**config.mk**
```make
export PLATFORM = sky130hd
export DESIGN_NAME = imem_loader
export DESIGN_NICKNAME = d
export VERILOG_FILES = /design/src/rtl/imem_loader_pkg.sv /design/src/rtl/imem_word_packer.sv /design/src/rtl/imem_loader.sv
export SDC_FILE = /design/constraint.sdc
export NUM_CORES = 1
export LEC_CHECK = 0
export CORE_ASPECT_RATIO = 0.6
export CORE_MARGIN = 2
export CORE_UTILIZATION = 30
export DETAILED_ROUTE_END_ITERATION = 8
export SLEW_MARGIN = 40
export SYNTH_ARGS = -nofsm -noshare
export SYNTH_HDL_FRONTEND = slang
export SYNTH_SLANG_ARGS = --single-unit
```
**constraint.sdc**
```tcl
create_clock -name SYS_clk -period 4 [get_ports SYS_clk]
set_input_delay 0.8 -clock SYS_clk [delete_from_list [all_inputs] [get_ports SYS_clk]]
set_output_delay 0.8 -clock SYS_clk [all_outputs]
set_load 0.05 [all_outputs]
```
**src/rtl/imem_loader_pkg.sv**
```systemverilog
// Shared widths and FSM state encoding for the instruction-memory loader.
package imem_loader_pkg;

    localparam int unsigned LEN_BYTES      = 2;
    localparam int unsigned BYTES_PER_WORD = 4;
    localparam int unsigned BYTE_W         = 8;
    localparam int unsigned WORD_W         = BYTE_W * BYTES_PER_WORD;
    localparam int unsigned LEN_W          = BYTE_W * LEN_BYTES;
    localparam int unsigned IDX_W          = $clog2(BYTES_PER_WORD);

    typedef logic [2:0] state_t;

    localparam state_t IDLE   = 3'd0;
    localparam state_t LEN_LO = 3'd1;
    localparam state_t LEN_HI = 3'd2;
    localparam state_t DATA   = 3'd3;
    localparam state_t CHECK  = 3'd4;
    localparam state_t DONE   = 3'd5;
    localparam state_t ERROR  = 3'd6;

    // States in which the loader consumes stream bytes.
    function automatic logic is_busy(input state_t s);
        return (s == LEN_LO) || (s == LEN_HI) || (s == DATA) || (s == CHECK);
    endfunction

endpackage

```
**src/rtl/imem_word_packer.sv**
```systemverilog
// Packs little-endian stream bytes into 32-bit words; flags the byte that completes a word.
module imem_word_packer
    import imem_loader_pkg::*;
(
    input  logic                SYS_clk,
    input  logic                SYS_reset_n,
    input  logic                clear,
    input  logic                byte_en,
    input  logic [BYTE_W-1:0]   byte_in,
    output logic [WORD_W-1:0]   word_c,
    output logic                word_done_c
);

    localparam int unsigned SH_W = WORD_W - BYTE_W;

    logic [IDX_W-1:0] idx;
    logic [SH_W-1:0]  shreg;

    // Earlier bytes shift down so the first byte of a word lands in [7:0].
    assign word_c      = {byte_in, shreg};
    assign word_done_c = byte_en && (idx == IDX_W'(BYTES_PER_WORD - 1));

    always_ff @(posedge SYS_clk or negedge SYS_reset_n) begin
        if (!SYS_reset_n) begin
            idx   <= '0;
            shreg <= '0;
        end else if (clear) begin
            idx   <= '0;
            shreg <= '0;
        end else if (byte_en) begin
            idx   <= idx + IDX_W'(1);
            shreg <= {byte_in, shreg[SH_W-1:BYTE_W]};
        end
    end

endmodule

```
**src/rtl/imem_loader.sv**
```systemverilog
// Byte-stream program loader: length header, packed words to imem, core held until done.
// Optional IMEM_LOADER_CHECKSUM_EN adds a trailing XOR checksum byte checked in CHECK.
module imem_loader
    import imem_loader_pkg::*;
#(
    parameter int unsigned ADDR_WIDTH = 10
) (
    input  logic                    SYS_clk,
    input  logic                    SYS_reset_n,
    input  logic                    start,
    input  logic [7:0]              rx_data,
    input  logic                    rx_valid,
    output logic                    rx_ready,
    output logic                    mem_we,
    output logic [ADDR_WIDTH-1:0]   mem_addr,
    output logic [31:0]             mem_wdata,
    output logic                    cpu_hold,
    output logic                    done,
    output logic                    error,
    output logic [ADDR_WIDTH:0]     word_count
);

    localparam int unsigned CNT_W = ADDR_WIDTH + 1;
    localparam logic [LEN_W:0] MAX_LEN = (LEN_W + 1)'(1) << ADDR_WIDTH;

`ifdef IMEM_LOADER_CHECKSUM_EN
    localparam state_t PAYLOAD_END = CHECK;
    logic [BYTE_W-1:0] csum_q;
`else
    localparam state_t PAYLOAD_END = DONE;
`endif

    state_t            state;
    state_t            state_nxt;
    logic [BYTE_W-1:0] len_lo;
    logic [LEN_W-1:0]  len_q;
    logic [LEN_W-1:0]  len_c;
    logic              hs_c;
    logic              start_ok_c;
    logic              last_word_c;
    logic [WORD_W-1:0] word_c;
    logic              word_done_c;

    assign hs_c        = rx_valid && rx_ready;
    assign start_ok_c  = start && ((state == IDLE) || (state == DONE) || (state == ERROR));
    assign len_c       = {rx_data, len_lo};
    assign last_word_c = (LEN_W'(word_count) + LEN_W'(1)) == len_q;

    imem_word_packer u_packer (
        .SYS_clk     (SYS_clk),
        .SYS_reset_n (SYS_reset_n),
        .clear       (start_ok_c),
        .byte_en     (hs_c && (state == DATA)),
        .byte_in     (rx_data),
        .word_c      (word_c),
        .word_done_c (word_done_c)
    );

    always_ff @(posedge SYS_clk or negedge SYS_reset_n) begin
        if (!SYS_reset_n) begin
            state <= IDLE;
        end else begin
            state <= state_nxt;
        end
    end

    always_comb begin
        state_nxt = state;
        case (state)
            IDLE, DONE, ERROR: begin
                if (start) state_nxt = LEN_LO;
            end
            LEN_LO: begin
                if (hs_c) state_nxt = LEN_HI;
            end
            LEN_HI: begin
                if (hs_c) begin
                    if ({1'b0, len_c} > MAX_LEN) state_nxt = ERROR;
                    else if (len_c == '0)        state_nxt = PAYLOAD_END;
                    else                         state_nxt = DATA;
                end
            end
            DATA: begin
                if (word_done_c && last_word_c) state_nxt = PAYLOAD_END;
            end
`ifdef IMEM_LOADER_CHECKSUM_EN
            CHECK: begin
                if (hs_c) state_nxt = (rx_data == csum_q) ? DONE : ERROR;
            end
`endif
            default: state_nxt = IDLE;
        endcase
    end

    // Status outputs follow the next state so they change with the state register.
    always_ff @(posedge SYS_clk or negedge SYS_reset_n) begin
        if (!SYS_reset_n) begin
            rx_ready   <= 1'b0;
            cpu_hold   <= 1'b1;
            done       <= 1'b0;
            error      <= 1'b0;
            mem_we     <= 1'b0;
            mem_addr   <= '0;
            mem_wdata  <= '0;
            word_count <= '0;
            len_lo     <= '0;
            len_q      <= '0;
        end else begin
            rx_ready <= is_busy(state_nxt);
            cpu_hold <= (state_nxt != DONE);
            done     <= (state_nxt == DONE);
            error    <= (state_nxt == ERROR);
            mem_we   <= 1'b0;
            if (start_ok_c) word_count <= '0;
            if (hs_c && (state == LEN_LO)) len_lo <= rx_data;
            if (hs_c && (state == LEN_HI)) len_q <= len_c;
            if (word_done_c) begin
                mem_we     <= 1'b1;
                mem_addr   <= word_count[ADDR_WIDTH-1:0];
                mem_wdata  <= word_c;
                word_count <= word_count + CNT_W'(1);
            end
        end
    end

`ifdef IMEM_LOADER_CHECKSUM_EN
    // Running XOR over payload bytes only.
    always_ff @(posedge SYS_clk or negedge SYS_reset_n) begin
        if (!SYS_reset_n) begin
            csum_q <= '0;
        end else if (start_ok_c) begin
            csum_q <= '0;
        end else if (hs_c && (state == DATA)) begin
            csum_q <= csum_q ^ rx_data;
        end
    end
`endif

endmodule

```
Yosys cells after proc, flatten, opt, wreduce, memory -nomap -nowiden. Index checks and enable logic that the tools add are counted. Widths: inputs -> output; s select.

Bits in registers: 111. Logic and storage cells: 62.

Add/sub/neg operators: 3. Order comparisons: 1. Equality and inequality tests: 14. Multiplexer cells: 14. Reductions and logical operators: 17.

Operators with widths (count): $mux 24 (2); $mux 11 (2); $mux 3 (6); $eq 12x16->1 (1); $gt 16x11->1 const B (1); $logic_not 16->1 (1); $eq 3x3->1 const B (5); $add 11x1->12 const B (1); $eq 3x2->1 const B (4); $pmux 3 s4 (1); $add 11x1->11 const B (1); $logic_and 1x1->1 (7); $eq 3x1->1 const B (2); $logic_or 1x1->1 (5); $mux 2 (2); $reduce_bool 2->1 (2); $logic_not 3->1 (1); $ne 3x3->1 const B (1); $reduce_or 3->1 (1); $add 2x1->2 const B (1); $eq 2x2->1 const B (1); $mux 1 (1).

Longest topological paths before layout.
Depth in word-level cells: 10. Gate-level depth with buffers: 8. Depth with buffers taken out: 7.

Hierarchy. From an unflattened synthesis, not the netlist that was laid out.

Cell total of the unflattened synthesis: 398. Area total of the unflattened synthesis: 5051.1 um^2.

Modules (own cells, without submodules): imem_loader (instances 1, cells an instance 304, area an instance 3897.5 um^2, seq. area each 2128.3 um^2); imem_word_packer (instances 1, cells an instance 94, area an instance 1153.6 um^2, seq. area each 650.6 um^2).

Worst setup path before layout. OpenSTA, ideal clock, no wires.

Kind: reg2reg. Start: reg word_count[0]. End: reg done. Setup time: 0.119 ns. Arrival: 2.170 ns. Required time: 3.881 ns. Slack: 1.711 ns. Cell stages (with the launch flop): 8. Path buffers: 0. Cells stage by stage: dfrtp_1 > ha_1 > nand3_2 > or3_1 > and4b_1 > o22ai_1 > o21ai_2 > and2_1.

Cells in the longest elaborated chain, start to end: 6.

Ends and longest elaborated chain: from (decl) (RTL line imem_loader.sv:20) `output logic [ADDR_WIDTH:0] word_count`; from (signal assigned) (RTL line imem_loader.sv:121) `word_count <= word_count + CNT_W'(1);`; $add 11x1->12 (RTL line imem_loader.sv:47) `assign last_word_c = (LEN_W'(word_count) + LEN_W'(1)) == len_q;`; $eq 12x16->1 (RTL line imem_loader.sv:47); $logic_and 1x1->1 (RTL line imem_loader.sv:84) `if (word_done_c && last_word_c) state_nxt = PAYLOAD_END;`; $mux 3 (RTL line imem_loader.sv:84); $pmux 3 s4 (RTL line imem_loader.sv:69) `case (state)`; named net state_nxt[2] (RTL line imem_loader.sv:34) `state_t state_nxt;`; $eq 3x3->1 (RTL line imem_loader.sv:111) `done <= (state_nxt == DONE);`; to (signal assigned) (RTL line imem_loader.sv:111); to (decl) (RTL line imem_loader.sv:18) `output logic done,`.

The timed path passes the listed nets, and every way through them passes these cells. A chain may end at the register's enable or synchronous reset.

Final worst setup path.
Start: in rx_data[1]. End: reg state[1].

Cells in the longest elaborated chain, start to end: 5. Elaborated cells between the ends (all ways): 6. Classes of those cells: order compare: 1; mux: 4; reduce/logical: 1.

Ends and longest elaborated chain: from (decl) (RTL line imem_loader.sv:11) `input logic [7:0] rx_data,`; parallel branches: the longest is 2 deep, another holds $gt 16x11->1; $mux 3 (*) (RTL line imem_loader.sv:78) `if ({1'b0, len_c} > MAX_LEN) state_nxt = ERROR;`; $mux 3 (*) (RTL line imem_loader.sv:77) `if (hs_c) begin`; $pmux 3 s4 (*) (RTL line imem_loader.sv:69); named net state_nxt[1] (RTL line imem_loader.sv:34); to (signal assigned) (RTL line imem_loader.sv:63) `state <= state_nxt;`; to (decl) (RTL line imem_loader.sv:33) `state_t state;`.

Mark *: on every way through the listed nets, which the timed path passes.

==> metrics.yaml <==
floorplanning:
  io_pins: 70
  die_w_um: 168
  floorplan.initialDensity_pct: 31.2
  rows: 35
  coreArea_um2: 15600
  die_h_um: 103
  die-area_um2: 17300
worst_setup_path:
  endpoint_kind: "flip-flop"
  worstRegToRegCells: 7
  cp_slowest_cell: "nor4_1"
  r2r_start: "word_count[0]"
  rrSetupSlack_ns: 1.56
  endpoint: "state[1]"
  critPathKind: "in -> reg"
  worstSetupStartpoint: "rx_data[1]"
  crit_required_ns: 4.20
  startpoint_type: "primary input"
  rr_endpoint: "state[1]"
  worstPathArrival_ns: 2.96
  worstPathCellList: "clkdlybuf4s50_1, nor4_1, nand3_1, or4_1, a41oi_1, o31ai_1"
  worst-path-max-fanout: 5
  cp_slowest_stage_delay_ns: 0.57
placement:
  dpl.hpwl_mm: 8.14
  numPortBuffers: 69
  gp_congestion: 0.792
synth:
  synth_cells: 504
  syn_area_um2: 4860
  yosys_warnings: 0
  yosys.area.top_type: "dfrtp_1"
  synth_nets: 518
  synth.top_cell.area_share_pct: 56.7
  avgSynthCellArea_um2: 9.64
  yosysUniqueCellTypes: 54
  synth_edf_count: 0
  seq_area_frac_synth_pct: 57.2
  synth_area_leaders: "dfrtp_1 (57%), nand2_1 (14%), mux2_2 (5.6%)"
  synthArstFlopShare_pct: 100
  synth-seq-cells: 111
  synth_ff_type: "dfrtp_1"
layout:
  final_nets: 575
  layout-drive-gt1-share_pct: 9.91
  final_common_cell: "nand2_1"
  antennaDiodeCount: 0
  area_growth_pct: 23.5
  layout_common_cells: "nand2_1 (186), dfrtp_1 (110), clkdlybuf4s50_1 (68)"
  final_util_pct: 38.5
routing:
  vias: 3696
  dr.pass1.iters: 4
  viasPerCell: 4.81
  dr.first_iter.drc_count: 368
  postRouteAntennaNets: 0
  wire_per_inst_um: 15.3
  drc: 0
  routed_wl_mm: 11.8
timing:
  slew_violations: 0
  rsz0062_at_grt: "false"
  setup_violations: 0
  period_minus_slack_ns: 2.76
  tns_ns: 0
  hold_viol: 0
  tightest_slew_ns: 0.839
  fmax_mhz: 362
  fin_crit_sh_pct: 69.1
  fin_skew_ns: 0.0148
  slew_headroom_pct: 43.8
clocking:
  cts-buffers-inserted: 9
  path_clk_slew_ns: 0.07
  cts_setup_buffers: 0
  cts_resized: 0
  clk_latency_ns: 0.35
  cts_buffer_depth: 2
  cts_sinks: 111
  cts_tree: "built"
  clockRootBuffer: "clkbuf_16"
  ctsHtreeMaxLevel: 3
  holdBufCountCts: 0
worst_hold_path:
  hold_path.class: "in -> async"
power_and_ir_drop:
  cellLeakagePower_nw: 2.69
  powerDensity_nw_per_um2: 708
  peakVddDrop_mv: 0.235
global_route:
  grt_pass1_wl_mm: 19.4
  grt.overflow.total: 0
  grt_pass1_vias: 3682
  grt_max_degree: 67
  grt_usage_pct: 14.3
  antenna_found_initial: 0
status:
  outcome: "complete, no violations"
flow_run:
  drv_cap: 0
==> final cells by class <==
type / count / area (µm²)
fill: 1573 / 9590
tap: 203 / 254
timing repair buffer: 74 / 738
inverter: 6 / 22.5
sequential: 111 / 2780
multi-input combinational: 359 / 1930
clock inverter: 6 / 46.3
clock buffer: 9 / 225
==> worst max-delay path: cells and delay by family <==
family | cells | cell delay (ns)
AO/OA/AOI/OAI | 2 | 0.49
buffers and inverters | 1 | 0.54
AND/OR/NAND/NOR | 3 | 1.13
==> layer usage <==
metal | vias to the layer above | share of wire, % | global-route usage [%] | routed length, µm
met5 | - | 0 | 0 | 0
met4 | 0 | 0.67 | 2.98 | 79
met3 | 10 | 5.1 | 4.26 | 600
met2 | 83 | 42 | 21.3 | 4940
met1 | 1826 | 52 | 20.8 | 6130
li1 | 1777 | - | - | -
==> report_power, final <==
part           leakage (nW)  internal, mW  switching, mW  total (mW)
Sequential             1.47          1.48          0.276        1.76
Combinational          1.09         0.609           1.05        1.66
Clock                 0.128         0.423          0.409       0.832
Total                  2.69          2.51           1.73        4.25
==> stage by stage <==
step	setup slack (ns)	instance area (µm²)	hold slack (ns)	std cells	total power [mW]
after floorplan	1.71	4860	0.439	504	2.87
after global placement	0.985	5710	0.458	753	3.39
after detailed placement	0.934	5720	0.460	753	3.43
after CTS	1.29	5990	0.470	768	4.28
after global routing	1.10	6000	0.495	768	4.50
final	1.24	6000	0.458	768	4.25
==> sequential cells by signal, indices dropped and copies added (netlist names) <==
register	flops
mem_wdata	32
u_packer.shreg	24
len_q	16
word_count	11
mem_addr	10
len_lo	8
state	3
u_packer.idx	2
cpu_hold	1
done	1
error	1
mem_we	1
rx_ready	1
==> how the worst min path moves through the flow <==
stage	startpoint	endpoint	slack, ns	cells after the start
floorplan	u_packer.shreg[0]	mem_wdata[0]	0.44	2
global placement	u_packer.shreg[7]	mem_wdata[7]	0.46	2
detailed placement	u_packer.shreg[2]	mem_wdata[2]	0.46	2
CTS	SYS_reset_n	done	0.47	1
global route	SYS_reset_n	state[2]	0.50	1
finish	SYS_reset_n	done	0.46	1
==> cell usage after synthesis, drive strengths merged, types with 3 or more instances <==
master / number
nand4: 3
nand2: 186
nand3: 10
buf: 14
and2: 5
o21ai: 22
nor2: 14
a21oi: 31
xnor2: 7
nor3: 4
mux2: 24
nor4b: 3
clkbuf: 14
inv: 6
or3: 3
o31ai: 4
nor4: 3
a31oi: 3
xor2: 6
dfrtp: 110
==> cells by family after synthesis <==
group                      after synthesis  synth area share [%]
and+or+nand+nor                        248                  22.5
DFF                                    111                  57.2
AOI/OAI and AO/OA                       72                  8.58
buffers and inverters                   34                  3.32
muxes                                   24                  5.56
xor gates and xnor gates                13                  2.34
adders and majority gates                2                 0.515
Note: power is estimated with default switching activity, not from simulation.
